## config.mk

```make
export PLATFORM = sky130hd
export DESIGN_NAME = multicycle_ctrl
export DESIGN_NICKNAME = d
export VERILOG_FILES = /design/src/rtl/multicycle_ctrl.sv
export SDC_FILE = /design/constraint.sdc
export NUM_CORES = 1
export LEC_CHECK = 0
export CORE_MARGIN = 1
export CORE_UTILIZATION = 42
export CTS_CLUSTER_DIAMETER = 40
export DETAILED_ROUTE_END_ITERATION = 12
export PLACE_DENSITY = 0.68
export SLEW_MARGIN = 20
export SYNTH_ARGS = -nofsm -noshare
export SYNTH_HDL_FRONTEND = slang
export SYNTH_SLANG_ARGS = --single-unit
```

## constraint.sdc

```tcl
create_clock -name CLK -period 3.41 [get_ports CLK]
set_input_delay 0.682 -clock CLK [delete_from_list [all_inputs] [get_ports CLK]]
set_output_delay 0.682 -clock CLK [all_outputs]
set_load 0.01 [all_outputs]
```

## src/rtl/multicycle_ctrl.sv

```systemverilog
// Main control FSM of the multi-cycle RV32I core.
// Sequences IF/ID/EX/MEM/WB, produces the per-stage activate strobes and the
// PC/IR/RF/memory write gates, counts retired instructions and parks on HALT.
// All outputs are registered copies of a Moore decode of the next state, so
// they always equal the decode of the current state without any glitch path.
module multicycle_ctrl #(
    parameter int MEM_LAT = 1,
    parameter int CNT_W   = 32
) (
    input  logic             CLK,
    input  logic             RSTn,
    input  logic [6:0]       opcode,
    input  logic             halt_req,
    output logic             actIF,
    output logic             actID,
    output logic             actEX,
    output logic             actMEM,
    output logic             actWB,
    output logic             IR_WE,
    output logic             PC_WE,
    output logic             writeEn,
    output logic             I_MEM_CSN,
    output logic             D_MEM_CSN,
    output logic             D_MEM_WEN,
    output logic [CNT_W-1:0] NUM_INST,
    output logic             HALT,
    output logic [2:0]       state
);

    localparam int WAIT_W = (MEM_LAT > 1) ? $clog2(MEM_LAT) : 1;
    localparam logic [WAIT_W-1:0] WAIT_LAST = WAIT_W'(MEM_LAT - 1);

    localparam logic [2:0] S_IDLE   = 3'd0;
    localparam logic [2:0] S_IF     = 3'd1;
    localparam logic [2:0] S_ID     = 3'd2;
    localparam logic [2:0] S_EX     = 3'd3;
    localparam logic [2:0] S_MEM    = 3'd4;
    localparam logic [2:0] S_WB     = 3'd5;
    localparam logic [2:0] S_HALTED = 3'd6;

    localparam logic [6:0] OPC_OP     = 7'b0110011;
    localparam logic [6:0] OPC_OPIMM  = 7'b0010011;
    localparam logic [6:0] OPC_LUI    = 7'b0110111;
    localparam logic [6:0] OPC_AUIPC  = 7'b0010111;
    localparam logic [6:0] OPC_JAL    = 7'b1101111;
    localparam logic [6:0] OPC_JALR   = 7'b1100111;
    localparam logic [6:0] OPC_LOAD   = 7'b0000011;
    localparam logic [6:0] OPC_STORE  = 7'b0100011;

    // Output vector layout:
    // [11]actIF [10]actID [9]actEX [8]actMEM [7]actWB [6]IR_WE [5]PC_WE
    // [4]writeEn [3]I_MEM_CSN [2]D_MEM_CSN [1]D_MEM_WEN [0]HALT
    localparam logic [11:0] OUT_IDLE = 12'h00E;

    // Opcodes that finish through WB without touching data memory.
    function automatic logic is_wb_only(input logic [6:0] op);
        logic r;
        case (op)
            OPC_OP, OPC_OPIMM, OPC_LUI,
            OPC_AUIPC, OPC_JAL, OPC_JALR: r = 1'b1;
            default:                      r = 1'b0;
        endcase
        return r;
    endfunction

    // Opcodes that retire directly out of EX (branches and anything illegal).
    function automatic logic retires_in_ex(input logic [6:0] op);
        return !is_wb_only(op) && (op != OPC_LOAD) && (op != OPC_STORE);
    endfunction

    // Moore decode of (state, last-wait-cycle flag, latched opcode).
    function automatic logic [11:0] decode_outputs(input logic [2:0] st,
                                                   input logic       last,
                                                   input logic [6:0] op);
        logic [11:0] v;
        v = OUT_IDLE;
        case (st)
            S_IF: begin
                v[11] = 1'b1;
                v[6]  = last;
                v[3]  = 1'b0;
            end
            S_ID: begin
                v[10] = 1'b1;
            end
            S_EX: begin
                v[9]  = 1'b1;
                v[5]  = retires_in_ex(op);
            end
            S_MEM: begin
                v[8]  = 1'b1;
                v[2]  = 1'b0;
                v[1]  = !((op == OPC_STORE) && last);
                v[5]  = (op == OPC_STORE) && last;
            end
            S_WB: begin
                v[7]  = 1'b1;
                v[5]  = 1'b1;
                v[4]  = 1'b1;
            end
            S_HALTED: begin
                v[0]  = 1'b1;
            end
            default: begin
                v = OUT_IDLE;
            end
        endcase
        return v;
    endfunction

    logic [2:0]        state_r;
    logic [WAIT_W-1:0] wait_r;
    logic [6:0]        op_r;
    logic [CNT_W-1:0]  num_inst_r;
    logic [11:0]       out_r;

    logic [2:0]        next_state_s;
    logic [WAIT_W-1:0] next_wait_s;
    logic [6:0]        next_op_s;
    logic              last_s;
    logic              next_last_s;
    logic              count_s;
    logic [11:0]       cur_out_s;

    // Next-state, wait-counter and retirement logic.
    always_comb begin
        next_state_s = S_IDLE;
        next_wait_s  = '0;
        last_s       = (wait_r == WAIT_LAST);
        next_op_s    = (state_r == S_ID) ? opcode : op_r;
        case (state_r)
            S_IDLE:   next_state_s = S_IF;
            S_IF:     next_state_s = last_s ? S_ID : S_IF;
            S_ID:     next_state_s = halt_req ? S_HALTED : S_EX;
            S_EX: begin
                if (is_wb_only(op_r)) begin
                    next_state_s = S_WB;
                end else if ((op_r == OPC_LOAD) || (op_r == OPC_STORE)) begin
                    next_state_s = S_MEM;
                end else begin
                    next_state_s = S_IF;
                end
            end
            S_MEM: begin
                if (!last_s) begin
                    next_state_s = S_MEM;
                end else if (op_r == OPC_LOAD) begin
                    next_state_s = S_WB;
                end else begin
                    next_state_s = S_IF;
                end
            end
            S_WB:     next_state_s = S_IF;
            S_HALTED: next_state_s = S_HALTED;
            default:  next_state_s = S_IDLE;
        endcase
        if (((state_r == S_IF) || (state_r == S_MEM)) && !last_s) begin
            next_wait_s = wait_r + WAIT_W'(1);
        end else begin
            next_wait_s = '0;
        end
        next_last_s = (next_wait_s == WAIT_LAST);
        cur_out_s   = decode_outputs(state_r, last_s, op_r);
        // A halting instruction is counted even though it never asserts PC_WE.
        count_s     = cur_out_s[5] || ((state_r == S_ID) && halt_req);
    end

    // FSM state, wait counter, latched opcode and retired-instruction counter.
    always_ff @(posedge CLK or negedge RSTn) begin
        if (!RSTn) begin
            state_r    <= S_IDLE;
            wait_r     <= '0;
            op_r       <= 7'd0;
            num_inst_r <= '0;
        end else begin
            state_r <= next_state_s;
            wait_r  <= next_wait_s;
            op_r    <= next_op_s;
            if (count_s) begin
                num_inst_r <= num_inst_r + CNT_W'(1);
            end else begin
                num_inst_r <= num_inst_r;
            end
        end
    end

    // Registered output strobes, decoded from the state being entered.
    always_ff @(posedge CLK or negedge RSTn) begin
        if (!RSTn) begin
            out_r <= OUT_IDLE;
        end else begin
            out_r <= decode_outputs(next_state_s, next_last_s, next_op_s);
        end
    end

    assign actIF     = out_r[11];
    assign actID     = out_r[10];
    assign actEX     = out_r[9];
    assign actMEM    = out_r[8];
    assign actWB     = out_r[7];
    assign IR_WE     = out_r[6];
    assign PC_WE     = out_r[5];
    assign writeEn   = out_r[4];
    assign I_MEM_CSN = out_r[3];
    assign D_MEM_CSN = out_r[2];
    assign D_MEM_WEN = out_r[1];
    assign HALT      = out_r[0];
    assign NUM_INST  = num_inst_r;
    assign state     = state_r;

endmodule
```

## Word level (Yosys, flattened, before mapping)

Cells that the tools add are included.

- Bits in registers: 55
- Output and inout bits: 47

- Mux-type cells: 24
- Equal/unequal tests: 31
- Reduce and logical (&&, ||, !) cells: 18
- Add/sub/neg operators: 2
- Bitwise gates (word level): 2

Operator list:

| cell | count |
|---|---|
| 7-bit by 6-bit equality test with 1-bit output, second input constant | 6 |
| 32-bit by 1-bit adder with 32-bit output, second input constant | 1 |
| 7-bit by 5-bit equality test with 1-bit output, second input constant | 4 |
| 7-bit equality test, second input constant | 4 |
| 3-bit equality test, second input constant | 6 |
| 3-bit case mux with 6 select lines | 1 |
| 3-bit 2-to-1 mux | 5 |
| 7-bit by 2-bit != test with 1-bit output, second input constant | 2 |
| 7-bit by 6-bit != test with 1-bit output, second input constant | 2 |
| 1-bit 2-to-1 mux | 13 |
| 3-bit by 2-bit equality test with 1-bit output, second input constant | 4 |
| 6-bit OR reduction | 2 |
| 1-bit logical AND | 8 |
| 7-bit by 2-bit equality test with 1-bit output, second input constant | 1 |
| 7-bit 2-to-1 mux | 1 |
| 3-bit by 1-bit equality test with 1-bit output, second input constant | 2 |
| 1-bit case mux with 3 select lines | 2 |
| 2-bit 2-to-1 mux | 2 |
| 1-bit zero test | 3 |
| 3-bit zero test | 1 |
| 1-bit logical OR | 3 |
| 1-bit NOT | 2 |
| 2-bit OR reduction | 1 |
| 1-bit adder, second input constant | 1 |

## Depth between registers and ports, before layout

- Word-level depth: 12
- Mapped depth: 7
- Mapped depth without buffers: 5

## Worst setup path after synthesis

No wires, ideal clock.

- Path kind: register -> register
- Start: register num_inst_r[2], in the netlist NUM_INST[2]
- End: register num_inst_r[31], in the netlist NUM_INST[31]
- Cell stages (with the launch flop): 6
- Buffers on the path: 0
- Setup time: 125 ps
- Slack: 1514 ps
- Arrival: 1772 ps
- Period minus slack after synthesis: 1896 ps
- Required time: 3285 ps
- Cells stage by stage: dfrtp_1 -> nand4_1 -> or4_4 -> nor4_4 -> o2111ai_1 -> xnor2_1

- Word-level cells in the longest chain between the ends: 1

RTL lines:

| element | line | text |
|---|---|---|
| start: declaration | 114 | `logic [CNT_W-1:0] num_inst_r;` |
| start signal: assignment | 180 | `num_inst_r <= num_inst_r + CNT_W'(1);` |
| start signal: assignment | 182 | `num_inst_r <= num_inst_r;` |
| 32-bit by 1-bit adder with 32-bit output | 180 |  |

Every way passes these cells.
A chain may end at the register's enable or synchronous reset.

## Worst setup path in the final report

- Start: register op_r[4]
- End: register num_inst_r[1], in the netlist NUM_INST[1]

- Word-level cells in the longest chain between the ends: 9

RTL lines:

| element | line | text |
|---|---|---|
| start: declaration | 113 | `logic [6:0] op_r;` |
| start signal: assignment | 178 | `op_r <= next_op_s;` |
| 7-bit by 6-bit equality test with 1-bit output (tied with other cells) | 58 | `case (op)` |
| 6-bit OR reduction | 58 |  |
| 1-bit 2-to-1 mux | 58 |  |
| 1-bit 2-to-1 mux | 77 | `case (st)` |
| 1-bit zero test | 68 | `return !is_wb_only(op) && (op != OPC_LOAD) && (op != OPC_STORE);` |
| 1-bit logical AND (2 in series) | 68 |  |
| 1-bit case mux with 3 select lines * | 77 |  |
| 1-bit logical OR * | 165 | `count_s = cur_out_s[5] \|\| ((state_r == S_ID) && halt_req);` |

Mark *: on every way between the ends. The rest lies on a longest branch, timed or not. The select of a mux whose other input is x is not followed.

==> results_dict.tcl <==
set metrics [dict create \
    cts.clk_slew.worst_paths_ns 0.09 \
    multi_input_area_um2 1160 \
    drcViolationCount 0 \
    die_h_um 80.3 \
    cp-start-kind "flip-flop" \
    switching_power_uw 685 \
    port_buffers 56 \
    ios 57 \
    synth_seq_area_share_pct 52.6 \
    cp.buffers_inverters 1 \
    seq_area_um2 1360 \
    cts_buffer_depth 2 \
    p_leak_uw 0.00135 \
    pwr-share-seq_pct 45.2 \
    postLayoutSetupSlackWorst_ns 0.994 \
    worstRegToRegCells 6 \
    fin_tns_setup_ns 0 \
    wirelength_mm 5.21 \
    fin_crit_sh_pct 70.9 \
    syn-num-nets 237 \
    mappedNetlistArea_um2 2570 \
    async_flop_share_pct 100 \
    gp_congestion 0.769 \
    diodes 0 \
    htreeDepth 2 \
    drive_gt1_share_pct 10.7 \
    root_buffer "clkbuf_8" \
    grt_pass1_wl_mm 9.08 \
    viasPerCell 5.56 \
    ys_ff_latch 54 \
    cp.required_ns 3.60 \
    cp_slowest_cell "o41ai_4" \
    cts_setup_buffers 0 \
    area_growth_pct 29.1 \
    fp.coreArea_um2 5920 \
    antenna_found_initial 0 \
    combinationalPowerShare_pct 33.7 \
    p_clk_share_pct 21.1 \
    placementRows 28 \
    yosysWarningCount 0 \
    cts_tree "yes" \
    crit_family "compound AO/OA/AOI/OAI gates" \
    cts-resized-gates 0 \
    crit_chain "and4bb_2 -> nand3_1 -> o41ai_4 -> buf_4 -> nor2_1 -> mux2_2" \
    final_cell_mix "clkdlybuf4s50_1 (55), dfrtp_1 (51), xnor2_1 (31), o2111ai_1 (17), o211ai_1 (12)" \
    vias 1981 \
    synth_flop_cell "dfrtp_1" \
    syn_area_per_cell_um2 11.4 \
    fillers 521 \
    grt_pass1_vias 1859 \
    clk_latency_ns 0.30 \
    final-max-slew-violation-count 0 \
    numCtsBuffers 5 \
    peakVddDrop_uv 332 \
    setup_viol 0 \
    worst_setup_path_end_kind "flip-flop" \
    layout_commonest_cell "clkdlybuf4s50_1" \
    drtIter0Drc 135 \
    yosysUniqueCellTypes 42 \
    hold_buffers 0 \
    min_path_type "primary input to asynchronous set/reset pin" \
    final_hold_viol_count 0 \
    maxCapViolations 0 \
    ant_nets 0 \
    cpPeakStageDelay_ns 0.66 \
    track_usage_pct 18.1 \
    start_util_pct 43.5 \
    synth-edff-count 0 \
    switching_share_pct 34.4 \
    fin_nets 291 \
    dp_slack_ns 0.886 \
    worstSetupPathType "flip-flop to flip-flop" \
    first_pass_iters 6 \
    crit_path_end "NUM_INST[1]" \
    timing.rr.start "op_r[4]" \
    grt_max_degree 32 \
    wl_per_cell_um 14.6 \
    cp.arrival_ns 2.61 \
    r2r_slack_ns 0.99 \
    fmax_ghz 0.414 \
    hpwlAfterDp_mm 3.62 \
    worst-path-max-fanout 19 \
    grt_overflow 0 \
    period_needed_ns 2.42 \
    relSlewSlack_pct 48.0 \
    die_w_um 80.3 \
    r2r_end "NUM_INST[1]" \
    tightestPinTransition_ns 0.778 \
    fin_skew_ns 0.00586 \
    intPower_uw 1300 \
    synthCells 226 \
    status "completed" \
    power_density_nw_per_um2 599 \
    cp.depth 6 \
    die-area_um2 6440 \
    rsz0062_at_grt "no" \
    cp-startpoint "op_r[4]" \
    clkSinkCount 54 \
]
through the flow:
step	area, um^2	utilization (%)	std cells	hold WS (ns)	total power [uW]
after floorplan	2570	-	226	0.386	1290
after global placement	3210	54.3	348	0.465	1560
after detailed placement	3210	54.3	348	0.470	1580
after CTS	3320	56.1	356	0.345	2010
after global routing	3320	56.1	356	0.365	2120
final	3320	56.1	356	0.330	1990
synthesized netlist by cell type (2+ instances only):
cell type,n,area share (%)
a21oi_1,2,0.39
a31oi_1,2,0.49
and2_1,4,0.97
and3_1,6,1.5
and4_1,4,1.4
buf_2,4,0.78
clkbuf_1,8,1.2
dfrtp_1,51,50
dfstp_2,3,3.1
inv_1,6,0.87
mux2_2,7,3.1
nand2_1,11,1.6
nand2b_1,2,0.49
nand3_1,7,1.4
nand4_1,5,1.2
nor2_1,10,1.5
nor2b_1,5,1.2
nor3_1,2,0.39
o2111ai_1,17,5.8
o211ai_1,12,3.5
o21ai_0,7,1.4
xnor2_1,31,11
registers in the layout, summed over array words and instances (netlist names):
signal / count
NUM_INST: 32
state: 3
wait_r: 1
out_r: 11
op_r: 7
per-layer routing:
layer	share of wire, %	track usage, %	vias up
met5	0	0	-
met4	1.4	5.00	0
met1	47	25.1	975
met3	3.9	2.84	7
met2	48	29.4	57
li1	-	-	942
cell families (layout without fill, tap and decap cells):
kind of cell | count (synthesis) | count (layout) | share of synthesized area [%]
AND/OR/NAND/NOR | 68 | 68 | 16.5
flip-flops | 54 | 54 | 52.6
AO/OA/AOI/OAI | 45 | 45 | 13.5
XOR/XNOR | 31 | 31 | 10.5
buffers and inverters | 19 | 74 | 3.11
multiplexers | 7 | 7 | 3.06
adder cells (fa/ha/maj) | 1 | 1 | 0.486
other | 1 | 1 | 0.146
worst min-delay path by stage:
stage                 startpoint  slack (ns)  depth (start not counted)           end
floorplan                   RSTn        0.39                          0   NUM_INST[0]
global placement    NUM_INST[31]        0.46                          1  NUM_INST[31]
finish                      RSTn        0.33                          1  NUM_INST[29]
detailed placement  NUM_INST[31]        0.47                          1  NUM_INST[31]
global route                RSTn        0.37                          1  NUM_INST[18]
CTS                         RSTn        0.35                          1  NUM_INST[29]
layout make-up:
cell class	instances	share of cell area, %
Sequential cell	54	40.8
Inverter	6	0.678
Multi-Input combinational cell	153	34.8
Tap cell	75	2.82
Timing Repair Buffer	60	17.6
Clock buffer	5	2.07
Clock inverter	3	1.21
worst register-to-register path, cell delays in order, from the launching register on:
cell	delay, ns
dfrtp_1	0.41
and4bb_2	0.35
nand3_1	0.14
o41ai_4	0.66
buf_4	0.36
nor2_1	0.10
mux2_2	0.28
power by group through the flow:
stage	Combinational, uW	Sequential [uW]	Clock [uW]
finish	671	899	419
global route	737	922	462
CTS	675	899	431
detailed placement	671	910	0
global placement	658	905	0
floorplan	379	908	0
No activity file was read; power rests on OpenSTA's default activity.
